$ cat config.mk
export PLATFORM = sky130hd
export DESIGN_NAME = trace_player_flat
export DESIGN_NICKNAME = d
export VERILOG_FILES = /design/src/rtl/trace_pkg.sv /design/src/rtl/trace_player_if.sv /design/src/rtl/trace_skid_fifo.sv /design/src/rtl/trace_player.sv /design/src/flat_wrapper.sv
export SDC_FILE = /design/constraint.sdc
export NUM_CORES = 1
export LEC_CHECK = 0
export ABC_AREA = 1
export CORE_AREA = 2 2 174 142
export CTS_CLUSTER_DIAMETER = 120
export DETAILED_ROUTE_END_ITERATION = 6
export DIE_AREA = 0 0 176 144
export GPL_TIMING_DRIVEN = 1
export SYNTH_ARGS = -nofsm -noshare
export SYNTH_HDL_FRONTEND = slang
export SYNTH_SLANG_ARGS = --single-unit
$ cat constraint.sdc
create_clock -name clk -period 4.85 [get_ports clk]
set_input_delay 1.455 -clock clk [delete_from_list [all_inputs] [get_ports clk]]
set_output_delay 1.455 -clock clk [all_outputs]
set_load 0.01 [all_outputs]
$ cat src/rtl/trace_pkg.sv
// Shared types and default widths for the trace player and its skid FIFO.
package trace_pkg;

  localparam int ADDR_W = 32;
  localparam int IDX_W  = 19;
  localparam int HIT_W  = 21;

  typedef enum logic [1:0] {
    IDLE,
    RUN,
    DONE
  } tp_state_t;

  // A window of one still needs a 1-bit counter so the wrap compare stays legal.
  function automatic int win_width(input int window);
    return (window > 1) ? $clog2(window) : 1;
  endfunction

endpackage

$ cat src/rtl/trace_player_if.sv
// Address handshake from the trace player into the cache, plus the cache's hit counter.
interface trace_player_if #(
  parameter int ADDR_W = trace_pkg::ADDR_W,
  parameter int HIT_W  = trace_pkg::HIT_W
);

  logic              cache_valid;
  logic [ADDR_W-1:0] cache_addr;
  logic              cache_ready;
  logic [HIT_W-1:0]  hits;

  modport master (
    output cache_valid,
    output cache_addr,
    input  cache_ready,
    input  hits
  );

  modport slave (
    input  cache_valid,
    input  cache_addr,
    output cache_ready,
    output hits
  );

endinterface

$ cat src/rtl/trace_skid_fifo.sv
// Two-entry fall-through FIFO: data pushed into an empty FIFO is visible at the head
// in the same cycle, so RAM read data reaches the cache without an extra stage.
module trace_skid_fifo #(
  parameter int WIDTH = trace_pkg::ADDR_W
) (
  input  logic             clk,
  input  logic             rst_n,
  input  logic             push,
  input  logic [WIDTH-1:0] push_data,
  input  logic             pop,
  output logic [WIDTH-1:0] head,
  output logic             empty,
  output logic [1:0]       occupancy
);

  logic [WIDTH-1:0] mem [2];
  logic             wr_ptr;
  logic             rd_ptr;
  logic [1:0]       count;
  logic             bypass;
  logic             do_write;
  logic             do_read;

  // NOTE: every always_comb output gets a default before any branch so no latch is inferred.
  always_comb begin
    head     = '0;
    bypass   = (count == 2'd0);
    empty    = bypass && !push;
    do_read  = pop && !bypass;
    do_write = push && !(pop && bypass);
    if (!empty) head = bypass ? push_data : mem[rd_ptr];
  end

  assign occupancy = count;

  // NOTE: storage has no reset; the count and pointers guard every read, so resetting it buys nothing.
  always_ff @(posedge clk) begin
    if (do_write) mem[wr_ptr] <= push_data;
  end

  // NOTE: sequential state uses non-blocking assignments so every flop samples pre-edge values.
  always_ff @(posedge clk or negedge rst_n) begin
    if (!rst_n) begin
      wr_ptr <= 1'b0;
      rd_ptr <= 1'b0;
      count  <= 2'd0;
    end else begin
      if (do_write) wr_ptr <= !wr_ptr;
      if (do_read)  rd_ptr <= !rd_ptr;
      count <= count + {1'b0, do_write} - {1'b0, do_read};
    end
  end

  no_overflow: assert property (@(posedge clk) disable iff (!rst_n)
    !(do_write && !do_read && count == 2'd2));

  no_underflow: assert property (@(posedge clk) disable iff (!rst_n)
    !(pop && empty));

endmodule

$ cat src/rtl/trace_player.sv
// Replays a stored address trace into the cache over valid/ready and samples the
// cache hit counter every WINDOW accepted accesses, with a flush sample at the end.
module trace_player #(
  parameter int ADDR_W = trace_pkg::ADDR_W,
  parameter int IDX_W  = trace_pkg::IDX_W,
  parameter int HIT_W  = trace_pkg::HIT_W,
  parameter int WINDOW = 1000
) (
  input  logic              clk,
  input  logic              rst_n,
  input  logic              start,
  input  logic [IDX_W-1:0]  trace_len,
  output logic              mem_rd,
  output logic [IDX_W-1:0]  mem_addr,
  input  logic [ADDR_W-1:0] mem_data,
  trace_player_if.master    cache,
  output logic              sample_valid,
  output logic [HIT_W-1:0]  sample_hits,
  output logic              busy,
  output logic              done
);

  import trace_pkg::*;

  localparam int               WIN_W    = win_width(WINDOW);
  localparam logic [WIN_W-1:0] WIN_LAST = WIN_W'(WINDOW - 1);

  tp_state_t         state;
  tp_state_t         state_next;
  logic [IDX_W-1:0]  len_q;
  logic [IDX_W-1:0]  rd_ptr;
  logic [IDX_W-1:0]  acc_cnt;
  logic [WIN_W-1:0]  win_cnt;
  logic              inflight;

  logic              fifo_empty;
  logic [1:0]        fifo_occ;
  logic [ADDR_W-1:0] fifo_head;

  logic              pop;
  logic              take_start;
  logic              last_accept;
  logic              win_wrap;
  logic              take_sample;
  logic [2:0]        occ_after;

  // Data for a read issued last cycle arrives now and is pushed unconditionally.
  trace_skid_fifo #(
    .WIDTH (ADDR_W)
  ) u_fifo (
    .clk       (clk),
    .rst_n     (rst_n),
    .push      (inflight),
    .push_data (mem_data),
    .pop       (pop),
    .head      (fifo_head),
    .empty     (fifo_empty),
    .occupancy (fifo_occ)
  );

  assign cache.cache_valid = !fifo_empty;
  assign cache.cache_addr  = fifo_head;
  assign mem_addr          = rd_ptr;
  assign busy              = (state == RUN);

  always_comb begin
    pop         = !fifo_empty && cache.cache_ready;
    take_start  = (state == IDLE) && start;
    last_accept = pop && (acc_cnt == len_q - IDX_W'(1));
    win_wrap    = pop && (win_cnt == WIN_LAST);
    take_sample = win_wrap || last_accept;
    // Occupancy after this edge; a new read only lands the cycle after that.
    occ_after   = {1'b0, fifo_occ} + {2'b00, inflight} - {2'b00, pop};
    mem_rd      = (state == RUN) && (rd_ptr < len_q) && (occ_after < 3'd2);
  end

  always_comb begin
    state_next = state;
    unique case (state)
      IDLE:    if (start && trace_len != '0) state_next = RUN;
      RUN:     if (last_accept) state_next = DONE;
      DONE:    state_next = IDLE;
      default: state_next = IDLE;
    endcase
  end

  always_ff @(posedge clk or negedge rst_n) begin
    if (!rst_n) state <= IDLE;
    else        state <= state_next;
  end

  always_ff @(posedge clk or negedge rst_n) begin
    if (!rst_n) begin
      len_q        <= '0;
      rd_ptr       <= '0;
      acc_cnt      <= '0;
      win_cnt      <= '0;
      inflight     <= 1'b0;
      done         <= 1'b0;
      sample_valid <= 1'b0;
      sample_hits  <= '0;
    end else begin
      inflight <= mem_rd;
      if (take_start) begin
        len_q   <= trace_len;
        rd_ptr  <= '0;
        acc_cnt <= '0;
        win_cnt <= '0;
      end else begin
        if (mem_rd) rd_ptr <= rd_ptr + IDX_W'(1);
        if (pop) begin
          acc_cnt <= acc_cnt + IDX_W'(1);
          win_cnt <= win_wrap ? '0 : win_cnt + WIN_W'(1);
        end
      end
      // A zero-length start still reports completion, without leaving IDLE.
      done         <= (take_start && trace_len == '0) || last_accept;
      sample_valid <= take_sample;
      if (take_sample) sample_hits <= cache.hits;
    end
  end

  stall_stable: assert property (@(posedge clk) disable iff (!rst_n)
    (cache.cache_valid && !cache.cache_ready) |=> (cache.cache_valid && $stable(cache.cache_addr)));

  done_not_busy: assert property (@(posedge clk) disable iff (!rst_n)
    !(done && busy));

endmodule

$ cat src/flat_wrapper.sv
// flat-port wrapper written by rule: the top's interface ports become plain ports
module trace_player_flat import trace_pkg::*;
#(
  parameter int ADDR_W = trace_pkg::ADDR_W,
  parameter int IDX_W  = trace_pkg::IDX_W,
  parameter int HIT_W  = trace_pkg::HIT_W,
  parameter int WINDOW = 1000
)
  (clk, rst_n, start, trace_len, mem_rd, mem_addr, mem_data, sample_valid, sample_hits, busy, done, cache_cache_valid, cache_cache_addr, cache_cache_ready, cache_hits);
  trace_player_if #(.ADDR_W(ADDR_W), .HIT_W(HIT_W)) cache_i ();
  input  logic clk;
  input  logic rst_n;
  input  logic start;
  input  logic [IDX_W-1:0] trace_len;
  output logic mem_rd;
  output logic [IDX_W-1:0] mem_addr;
  input  logic [ADDR_W-1:0] mem_data;
  output logic sample_valid;
  output logic [HIT_W-1:0] sample_hits;
  output logic busy;
  output logic done;
  output wire logic [$bits(cache_i.cache_valid)-1:0] cache_cache_valid;
  output wire logic [$bits(cache_i.cache_addr)-1:0] cache_cache_addr;
  input wire logic [$bits(cache_i.cache_ready)-1:0] cache_cache_ready;
  input wire logic [$bits(cache_i.hits)-1:0] cache_hits;
  assign cache_cache_valid = cache_i.cache_valid;
  assign cache_cache_addr = cache_i.cache_addr;
  assign cache_i.cache_ready = cache_cache_ready;
  assign cache_i.hits = cache_hits;
  trace_player #(.ADDR_W(ADDR_W), .IDX_W(IDX_W), .HIT_W(HIT_W), .WINDOW(WINDOW)) u_core (.clk(clk), .rst_n(rst_n), .start(start), .trace_len(trace_len), .mem_rd(mem_rd), .mem_addr(mem_addr), .mem_data(mem_data), .cache(cache_i), .sample_valid(sample_valid), .sample_hits(sample_hits), .busy(busy), .done(done));
endmodule
==> results of run 1 <==
==> logic make-up (layout without fill, tap and decap cells) <==
group | count (synthesis) | in the layout | share of synthesized area, %
and+or+nand+nor | 464 | 464 | 23.1
buffers and inverters | 258 | 432 | 10.8
DFF | 161 | 161 | 46.6
AOI/OAI and AO/OA | 148 | 148 | 8.30
xor gates and xnor gates | 38 | 38 | 3.65
muxes | 33 | 33 | 3.97
adders and majority gates | 26 | 26 | 3.57
==> per-layer routing <==
layer	part of all wire, %	vias up
li1	-	3924
met1	51	3635
met2	44	155
met3	4.0	16
met4	1.0	0
met5	0	-
==> area by class of cell <==
class	instances	share of cell area (%)
clock buffer	17	3.57
clock inverter	15	1.58
inverter	225	7.10
multi-input combinational	709	33.6
sequential	161	36.5
tap	318	3.34
timing repair buffer	175	14.2
==> flip-flops by register name (all words and copies together) (netlist names) <==
signal and cells:
u_core.u_fifo.mem 64, u_core.sample_hits 21, u_core.acc_cnt 19, u_core.len_q 19, u_core.mem_addr 19, u_core.win_cnt 10
u_core.state 2, u_core.u_fifo.occupancy 2, u_core.done 1, u_core.inflight 1, u_core.sample_valid 1, u_core.u_fifo.rd_ptr 1
u_core.u_fifo.wr_ptr 1
==> synth_stat cells, drive strengths merged <==
library cell / count
nand2: 254
xnor2: 13
o31ai: 1
edfxtp: 64
nand4: 18
nor4: 6
ha: 25
mux2: 32
nor2: 76
dfrtp: 97
nand3: 73
mux2i: 1
xor2: 25
nor3: 17
a2bb2oi: 1
a211oi: 2
nor3b: 1
o2111ai: 1
a21o: 1
o211ai: 1
clkbuf: 28
o21ai: 108
inv: 225
o22ai: 2
nand3b: 19
buf: 5
a31oi: 3
a21oi: 28
fa: 1
==> power groups by stage <==
| stage | combinational, µW | clock, µW | sequential [µW] |
|---|---|---|---|
| final | 2600 | 1410 | 2020 |
| after CTS | 2620 | 1430 | 2020 |
| after global routing | 2930 | 1480 | 2060 |
| after floorplan | 1550 | 0 | 1960 |
| after detailed placement | 2560 | 0 | 2040 |
| after global placement | 2530 | 0 | 2040 |
==> worst min path at each step <==
| stage | start | end |
|---|---|---|
| finish | u_core.u_fifo.rd_ptr | u_core.u_fifo.rd_ptr |
| global route | u_core.u_fifo.rd_ptr | u_core.u_fifo.rd_ptr |
| CTS | u_core.u_fifo.rd_ptr | u_core.u_fifo.rd_ptr |
| detailed placement | u_core.u_fifo.rd_ptr | u_core.u_fifo.rd_ptr |
| global placement | u_core.u_fifo.rd_ptr | u_core.u_fifo.rd_ptr |
| floorplan | u_core.win_cnt[0] | u_core.win_cnt[0] |
==> timing repair <==
item,CTS,global route
resized for setup,10,0
setup endpoints to repair,1,0
hold buffers,0,0
setup buffers,7,0
==> worst max-delay path, cell delays in order <==
cell and delay (ps):
dlygate4sd2_1 220, inv_1 70, a21oi_2 140, ha_1 240, inv_1 50, nand2_1 60, fa_2 520, o21ai_1 70
buf_4 150, nor2_4 120, buf_6 120
==> stage by stage <==
stage               area (µm²)  hold slack, ps
finish                   11900             469
global route             11900             485
CTS                      11900             473
detailed placement       11200             463
global placement         11200             458
floorplan                 9330             479
==> metrics.md, run 1 <==
| Metric | Value |
|---|---|
| Outcome | complete, no violations |
| Sequential element share of the synthesized area | ~47% |
| Starting density of the core | 39.2% |
| Total internal power | roughly 3600 µW |
| Rows | 51 |
| Origin of the worst setup path | cache_cache_ready |
| PnR worst setup slack | 167 ps |
| Max Cap Violations | 0 |
| Worst VDD drop | approximately 270 µV |
| R2R Path End | u_core.acc_cnt[15] |
| Root buf cell | clkbuf_16 |
| Area contributors post-synth | dfrtp_1 26%, edfxtp_1 21%, nand2_1 9.2% |
| WP data arrival | 3230 ps |
| Combinational Power Share | 43.1% |
| Most used routing layer | met2 |
| Yosys cell types | 41 |
| Leak pwr | 0.00564 µW |
| CP endpoint kind | primary output |
| Avg Inst Size Synth | 8.27 µm² |
| H-tree Lvls | 4 |
| Reg2reg setup slack | roughly 1900 ps |
| Period Utilization, post-route | between 90% and 100% |
| Commonest non-fill, non-tap cell in the layout | nand2_1 |
| Vias in the first global route | between 7000 and 8000 |
| Antenna Nets Post-Route | 0 |
| Crit path kind | in -> out |
| Final Slew Violations | 0 |
| Grt met2 use | 29.7% |
| Setup violations, final | 0 |
| CP required | ~3400 ps |
| Hold path depth | 1 |
| Fmax achieved | 214 MHz |
| Worst Clk Skew | 16.8 ps |
| Global-route wire length before repair | between 30000 and 40000 µm |
| Commonest cells after routing, fill and taps aside | 227 x nand2_1, 221 x inv_1, 149 x clkdlybuf4s50_1 |
| Initial DRC count | 603 |
| Hold WC Path Type | reg -> reg |
| Post-Route WL | ~23000 µm |
| Diode count | 0 |
| Die Ht | about 140 µm |
| M1 GR Usage | about 27% |
| Worst-path clk slew | ~70 ps |
| Sequential Power Share | 33.5% |
| Clock sink count | 161 |
| Net Sw Frac | 39.8% |
| Met3 Usage GRT | under 10% |
| Area of the multi-input gates | 0.00400 mm² |
| RSZ-0062 raised after global routing | no |
| Max Fanout on Critical Path | 2 |
| Crit path time final | between 4000 and 5000 ps |
| CTS Buf Count | 17 |
| IO Port Bufs | between 150 and 200 |
| Clock Latency Late Sink | between 400 and 500 ps |
| Core area | about 0.024 mm² |
| RR Startpoint | u_core.u_fifo.occupancy[1] |
| Grt total ovfl | 0 |
| Hold Fails Final Rpt | 0 |
| Actual slew at the worst max-slew pin | around 950 ps |
| Reg area | 0.00435 mm² |
| Inst Count DP | roughly 1600 |
| Vias per inst | roughly 4.8 |
| Worst slew margin | 36.6% |
| Tot GR Track Use | 19.0% |
| Share of the synthesized area in the top cell type | 26.0% |
| Path depth of the worst reg2reg path | 13 |
| Fraction of layout cells with a size suffix above 1 | a little over a tenth |
| Pin count of the biggest net entering global routing | 75 |
| Final HPWL DP | 16400 µm |
| PwrDens | approximately 510 mW/mm² |
| Synthesized flop and latch total | approximately 160 |
| Post-Syn Instances | between 1000 and 1500 |
| Yosys top cell by area | dfrtp_1 |
| Final setup TNS | 0 ps |
| Drt pass-1 iters | 5 |
| Layout Utilization | between 40% and 50% |
| RePlAce Congestion | 0.891 |
| Synth-to-Final Area Change | 27.6% |
| Worst Setup EP | mem_rd |
| Filler Cells Inserted | between 2000 and 2500 |
| Pwr Total | roughly 6000 µW |
| Residual DRC | 0 |
| Clock tree buffer depth | 2 |
| Antenna violations before repair | 0 |
| CP Launch Type | input port |
| Total Nets Final | about 1400 |
| Via Count | between 7000 and 8000 |
| Synth Warn # | 0 |
| I/O pin count | between 150 and 200 |
| Final Non-Filler Cells | roughly 1600 |
| Setup Slack @ Placement | -668 ps |
| Cell Area, Synth | between 0.009 and 0.01 mm² |
| DIE WIDTH | 176 µm |
| Clk pwr share | roughly a quarter |
| Average routed wire per standard cell | about 14 µm |
| Post-synth net total | about 1200 |
| NetSw | 2400 µW |
| Die Area | around 0.025 mm² |
| CTS tree | built |
(Power assumes the default switching activity.)
==> run 2: changes to the inputs <==
--- a/config.mk
+++ b/config.mk
@@ -11,6 +11,7 @@
 export DETAILED_ROUTE_END_ITERATION = 6
 export DIE_AREA = 0 0 176 144
 export GPL_TIMING_DRIVEN = 1
+export HOLD_SLACK_MARGIN = 0.02
 export SYNTH_ARGS = -nofsm -noshare
 export SYNTH_HDL_FRONTEND = slang
 export SYNTH_SLANG_ARGS = --single-unit
==> results of run 2 <==
Final layout, timing and power as in run 1 (identical DEF).
==> RTL change 1, RTL diff (config.mk and constraints of run 2) <==
The 3 states of `tp_state_t` get a one-hot encoding in 3 bits.
--- a/src/rtl/trace_pkg.sv
+++ b/src/rtl/trace_pkg.sv
@@ -5,10 +5,10 @@
   localparam int IDX_W  = 19;
   localparam int HIT_W  = 21;
 
-  typedef enum logic [1:0] {
-    IDLE,
-    RUN,
-    DONE
+  typedef enum logic [2:0] {
+    IDLE = 3'b001,
+    RUN  = 3'b010,
+    DONE = 3'b100
   } tp_state_t;
 
   // A window of one still needs a 1-bit counter so the wrap compare stays legal.
Behaviour: same outputs for any inputs over 4 cycles, from zero or initial values and one cycle with rst_n low; so few cycles prove little.
==> RTL change 1 against run 2 <==
  * Maximum frequency fell by 1.4%
  * Power down 8.5%
  * Highest routed layer unchanged
  * Clock power decreased by 5%
  * Hold slack gained 0.038 ns
  * Wire length down 2.8%
  * Sequential share of layout area grew 1.3 points
  * Non-clock buffer count shrank 5
  * Area after synthesis down 2.8%
  * Synthesized cell count shrank 7.6%
  * Sequential cell count is 1 higher
  * Setup slack worse by 0.065 ns
  * Design area down 2.9%
==> RTL change 1: results (changes against run 2) <==
status=completed (unchanged); Buffers excl. clock=170 (was 175); Sink Count=162 (was 161); clock skew=0.01662 ns (was 0.01676 ns); multi-input gates=700 (was 709); Final Cell Area=11,560 um^2 (was 11,900 um^2); initial DRC count=465 (was 603); Fill cells=2,220 (was 2,303); vias in the first global route=7,001 (was 7,407); Logic inverters=145 (was 225); endpoint type of the worst setup path=primary output (unchanged); Min Hold Slack=0.5063 ns (was 0.4685 ns); Internal=3.331 mW (was 3.633 mW); Post-synth top cells=209 x nand2_1, 141 x inv_1, 107 x o21ai_0 (was 228 x nand2_1, 221 x inv_1, 104 x o21ai_0); maximum VDD drop=0.2310 mV (was 0.2713 mV); Mapped Nets=1,144 (was 1,230); Nets=1,298 (was 1,391); FFs w/ async S/R, synth=60.49% (was 60.25%); Distinct cells, synth=44 (was 41); Crit path arrival time=3.29 ns (was 3.23 ns); Logic power comb=2.37 mW (was 2.60 mW); buffer count from post-CTS setup fixing=0 (was 7); DP Worst Slack=-0.4405 ns (was -0.6683 ns); Post-Route WL=22.75 mm (was 23.41 mm); switching share of power=39.64% (was 39.75%); fraction of area in multi-input gates=34.48% (was 33.65%); post-placement cell count=1,495 (was 1,581); Total GRT Usage=18.73% (was 19.01%); signal buffers share of area=14.42% (was 14.22%); worst-margin pin slew=0.9381 ns (was 0.9506 ns); initial antenna violation count=1 (was 0); antenna cells=1 (was 0); R2R setup slack=1.83 ns (was 1.92 ns); global-route wire length before repair=37.27 mm (was 37.96 mm); routed vias=7,360 (was 7,730); largest net degree at the start of global routing=71 (was 75); top cells by area, synth=dfrtp_1 27%, edfxtp_1 21%, nand2_1 8.7%, o21ai_0 5.9%, inv_1 5.8% (was dfrtp_1 26%, edfxtp_1 21%, nand2_1 9.2%, inv_1 8.9%, o21ai_0 5.6%); Seq group=1.81 mW (was 2.02 mW); post-synthesis sequential area ratio=48.26% (was 46.63%); area post-placement=10,970 um^2 (was 11,220 um^2); GPL Wtd Cong=0.8566 (was 0.8913); Pleak=5.168 nW (was 5.638 nW); share of layout cells above drive strength 1=11.08% (was 10.83%); clock network area share=5.077% (was 5.152%); min Tclk post-route=4.747 ns (was 4.683 ns)
## RTL change 1: changes by cell type after synthesis, sizes merged, moves of 3 or more
cell	delta
a21oi	-5
nand3	-3
inv	-81
buf	+3
nor2	+12
o21a	+5
nand2	-18
## RTL change 1: path summary, 6_finish.rpt
| kind | endpoint | start | depth (start not counted) |
|---|---|---|---|
| setup / recovery | mem_rd | cache_cache_ready | 11 |
| hold / removal | u_core.sample_hits[3] | u_core.sample_hits[3] | 2 |
| hold reg to reg | u_core.sample_hits[3] | u_core.sample_hits[3] | 2 |
| min in group asynchronous | u_core.sample_hits[15] | rst_n | 1 |
| max in group asynchronous | u_core.len_q[11] | rst_n | 2 |
| setup reg to reg | u_core.mem_addr[17] | u_core.inflight | 16 |
## RTL change 1: logic make-up (layout without fill, tap and decap cells)
group	after synthesis	count (layout)	synth area share (%)
multiplexers	32	32	3.975
XOR/XNOR	37	37	3.726
other	0	1	0
adder cells (fa/ha/maj)	26	26	3.671
buffers and inverters	180	347	7.949
AND/OR/NAND/NOR	457	457	23.76
AO/OA/AOI/OAI	148	148	8.653
flip-flops	162	162	48.26
## RTL change 1: routing by layer
| metal | up-vias | GRT usage, % | wire length [um] |
|---|---|---|---|
| met3 | 22 | 3.917 | 1166 |
| li1 | 3754 | - | - |
| met1 | 3406 | 27.61 | 11610 |
| met5 | - | 0 | 0 |
| met2 | 178 | 28.14 | 9715 |
| met4 | 0 | 4.524 | 257 |
## RTL change 1: worst min-delay path, stage by stage (launching register included)
cell     delay (ns)
dfrtp_1        0.34
nand3_1        0.07
nand2_1        0.06
## RTL change 1: repair_timing
action                                  4_1_cts  5_1_grt
endpoints found under the setup margin        1        1
resized for setup                             5        0
pin swaps                                     2        2
gates cloned                                  0        0
==> RTL change 2, RTL diff (config.mk and constraints of run 2) <==
Without the edit above. `ADDR_W`: 32 -> 16.
--- a/src/rtl/trace_pkg.sv
+++ b/src/rtl/trace_pkg.sv
@@ -1,7 +1,7 @@
 // Shared types and default widths for the trace player and its skid FIFO.
 package trace_pkg;
 
-  localparam int ADDR_W = 32;
+  localparam int ADDR_W = 16;
   localparam int IDX_W  = 19;
   localparam int HIT_W  = 21;
 
Ports: changed (resized cache_cache_addr and mem_data); port bits go from 153 to 121. No check against the original RTL was run, so the function may have changed too.
==> RTL change 2 against run 2 <==
  * Power is 23% lower
  * Count of clock-buffer cells in the layout up 2
  * Largest cell class is now multi-input gates
  * Setup slack improved by 0.21 ns
  * Hold slack better by 0.038 ns
  * Clock skew is 0.0067 ns lower
  * Critical path depth is 1 higher
  * Die area stayed put
  * Design area decreased by 18%
  * Wire length is 15% lower
  * Clock power down 8%
  * Highest routed layer unchanged
  * Sequential cell count fell by 32
  * Sequential power is 24% lower
  * Area after synthesis is 18% lower
==> RTL change 2: results (changes against run 2) <==
post-synthesis sequential area ratio=44.46% (was 46.63%); Pleak=4.702 nW (was 5.638 nW); vias per cell=4.694 (was 4.772); Distinct cells, synth=43 (was 41); maximum VDD drop=0.2514 mV (was 0.2713 mV); FFs w/ async S/R, synth=75.19% (was 60.25%); Crit path arrival time=3.01 ns (was 3.23 ns); reg2reg end=u_core.sample_hits[0] (was u_core.acc_cnt[15]); HPWL after DPL=14.28 mm (was 16.37 mm); global-route wire length before repair=32.93 mm (was 37.96 mm); Mapped Cells=950 (was 1,128); post-placement cell count=1,373 (was 1,581); buffer count from post-CTS setup fixing=0 (was 7); routed vias=6,595 (was 7,730); Slew headroom=33.84% (was 36.63%); Nets=1,160 (was 1,391); I/O Buffers=120 (was 152); initial DRC count=434 (was 603); hold path cells=2 (was 1); Fill cells=2,396 (was 2,303); worst reg-to-reg path cell count=14 (was 13); startpoint of the worst hold path=u_core.sample_hits[15] (was u_core.u_fifo.rd_ptr); clock skew=0.01001 ns (was 0.01676 ns); period utilisation layout=92.14% (was 96.55%); largest registers=u_core.u_fifo.mem: 32 flops, u_core.sample_hits: 21 flops (was u_core.u_fifo.mem: 64 flops, u_core.sample_hits: 21 flops); Reg2Reg Launch Point=u_core.len_q[0] (was u_core.u_fifo.occupancy[1]); top cells by area, synth=dfrtp_1 32%, edfxtp_1 13%, nand2_1 9.7%, inv_1 6.8%, nand3_1 6.6% (was dfrtp_1 26%, edfxtp_1 21%, nand2_1 9.2%, inv_1 8.9%, o21ai_0 5.6%); status=completed (unchanged); Total GRT Usage=16.47% (was 19.01%); Worst-Skew Late Latency=0.42 ns (was 0.44 ns); hold path endpoint=u_core.sample_hits[15] (was u_core.u_fifo.rd_ptr); Post-synth top cells=197 x nand2_1, 138 x inv_1, 101 x nand3_1 (was 228 x nand2_1, 221 x inv_1, 104 x o21ai_0); largest net degree at the start of global routing=74 (was 75)
## RTL change 2: power by group
group	switching (mW)	total, mW	internal, mW
logic	1.02	1.79	0.767
clock network	0.491	1.30	0.809
registers	0.219	1.54	1.32
## RTL change 2: cells by family after synthesis
logic type               synth area share (%)
AND/OR/NAND/NOR                         27.22
adder cells (fa/ha/maj)                 4.367
multiplexers                            2.364
flip-flops                              44.46
XOR/XNOR                                4.351
AO/OA/AOI/OAI                           8.340
buffers and inverters                   8.898
## RTL change 2: what timing repair did
item / 4_1_cts / 5_1_grt
resized for setup: 7 / 3
hold buffers: 0 / 0
pin swaps: 2 / 1
endpoints found under the setup margin: 1 / 1
## RTL change 2: critical path, cell delays in order
cell,delay (ns)
dlymetal6s2s_1,0.14
nand2_2,0.08
inv_2,0.04
ha_1,0.25
inv_1,0.05
nand2_1,0.05
fa_1,0.35
inv_1,0.07
or2_2,0.12
nand3_4,0.10
nor2_4,0.17
buf_6,0.12
## RTL change 2: final cells by class
cell class | count | area, um^2 | area share (%)
clock inverters | 13 | 160.2 | 1.637
multi-input cells | 652 | 3577 | 36.57
flip-flops and latches | 129 | 3388 | 34.64
inverters | 142 | 533.0 | 5.449
well taps | 318 | 397.9 | 4.068
repair buffers | 132 | 1292 | 13.21
clock buffers | 19 | 432.9 | 4.426
## RTL change 2: stage by stage
stage          cell area [um^2]  hold slack, ns
3_3_place_gp               9165          0.4884
4_1_cts                    9766          0.5109
5_1_grt                    9782          0.5323
3_5_place_dp               9165          0.4961
2_1_floorplan              7621          0.4846
6_report                   9782          0.5061
## RTL change 2: layer usage
metal / vias up / part of all wire, % / global-route usage, %
li1: 3347 / - / -
met1: 3071 / 51 / 24.16
met2: 170 / 43 / 24.70
met3: 7 / 4.8 / 3.391
met4: 0 / 0.72 / 4.219
met5: - / 0 / 0
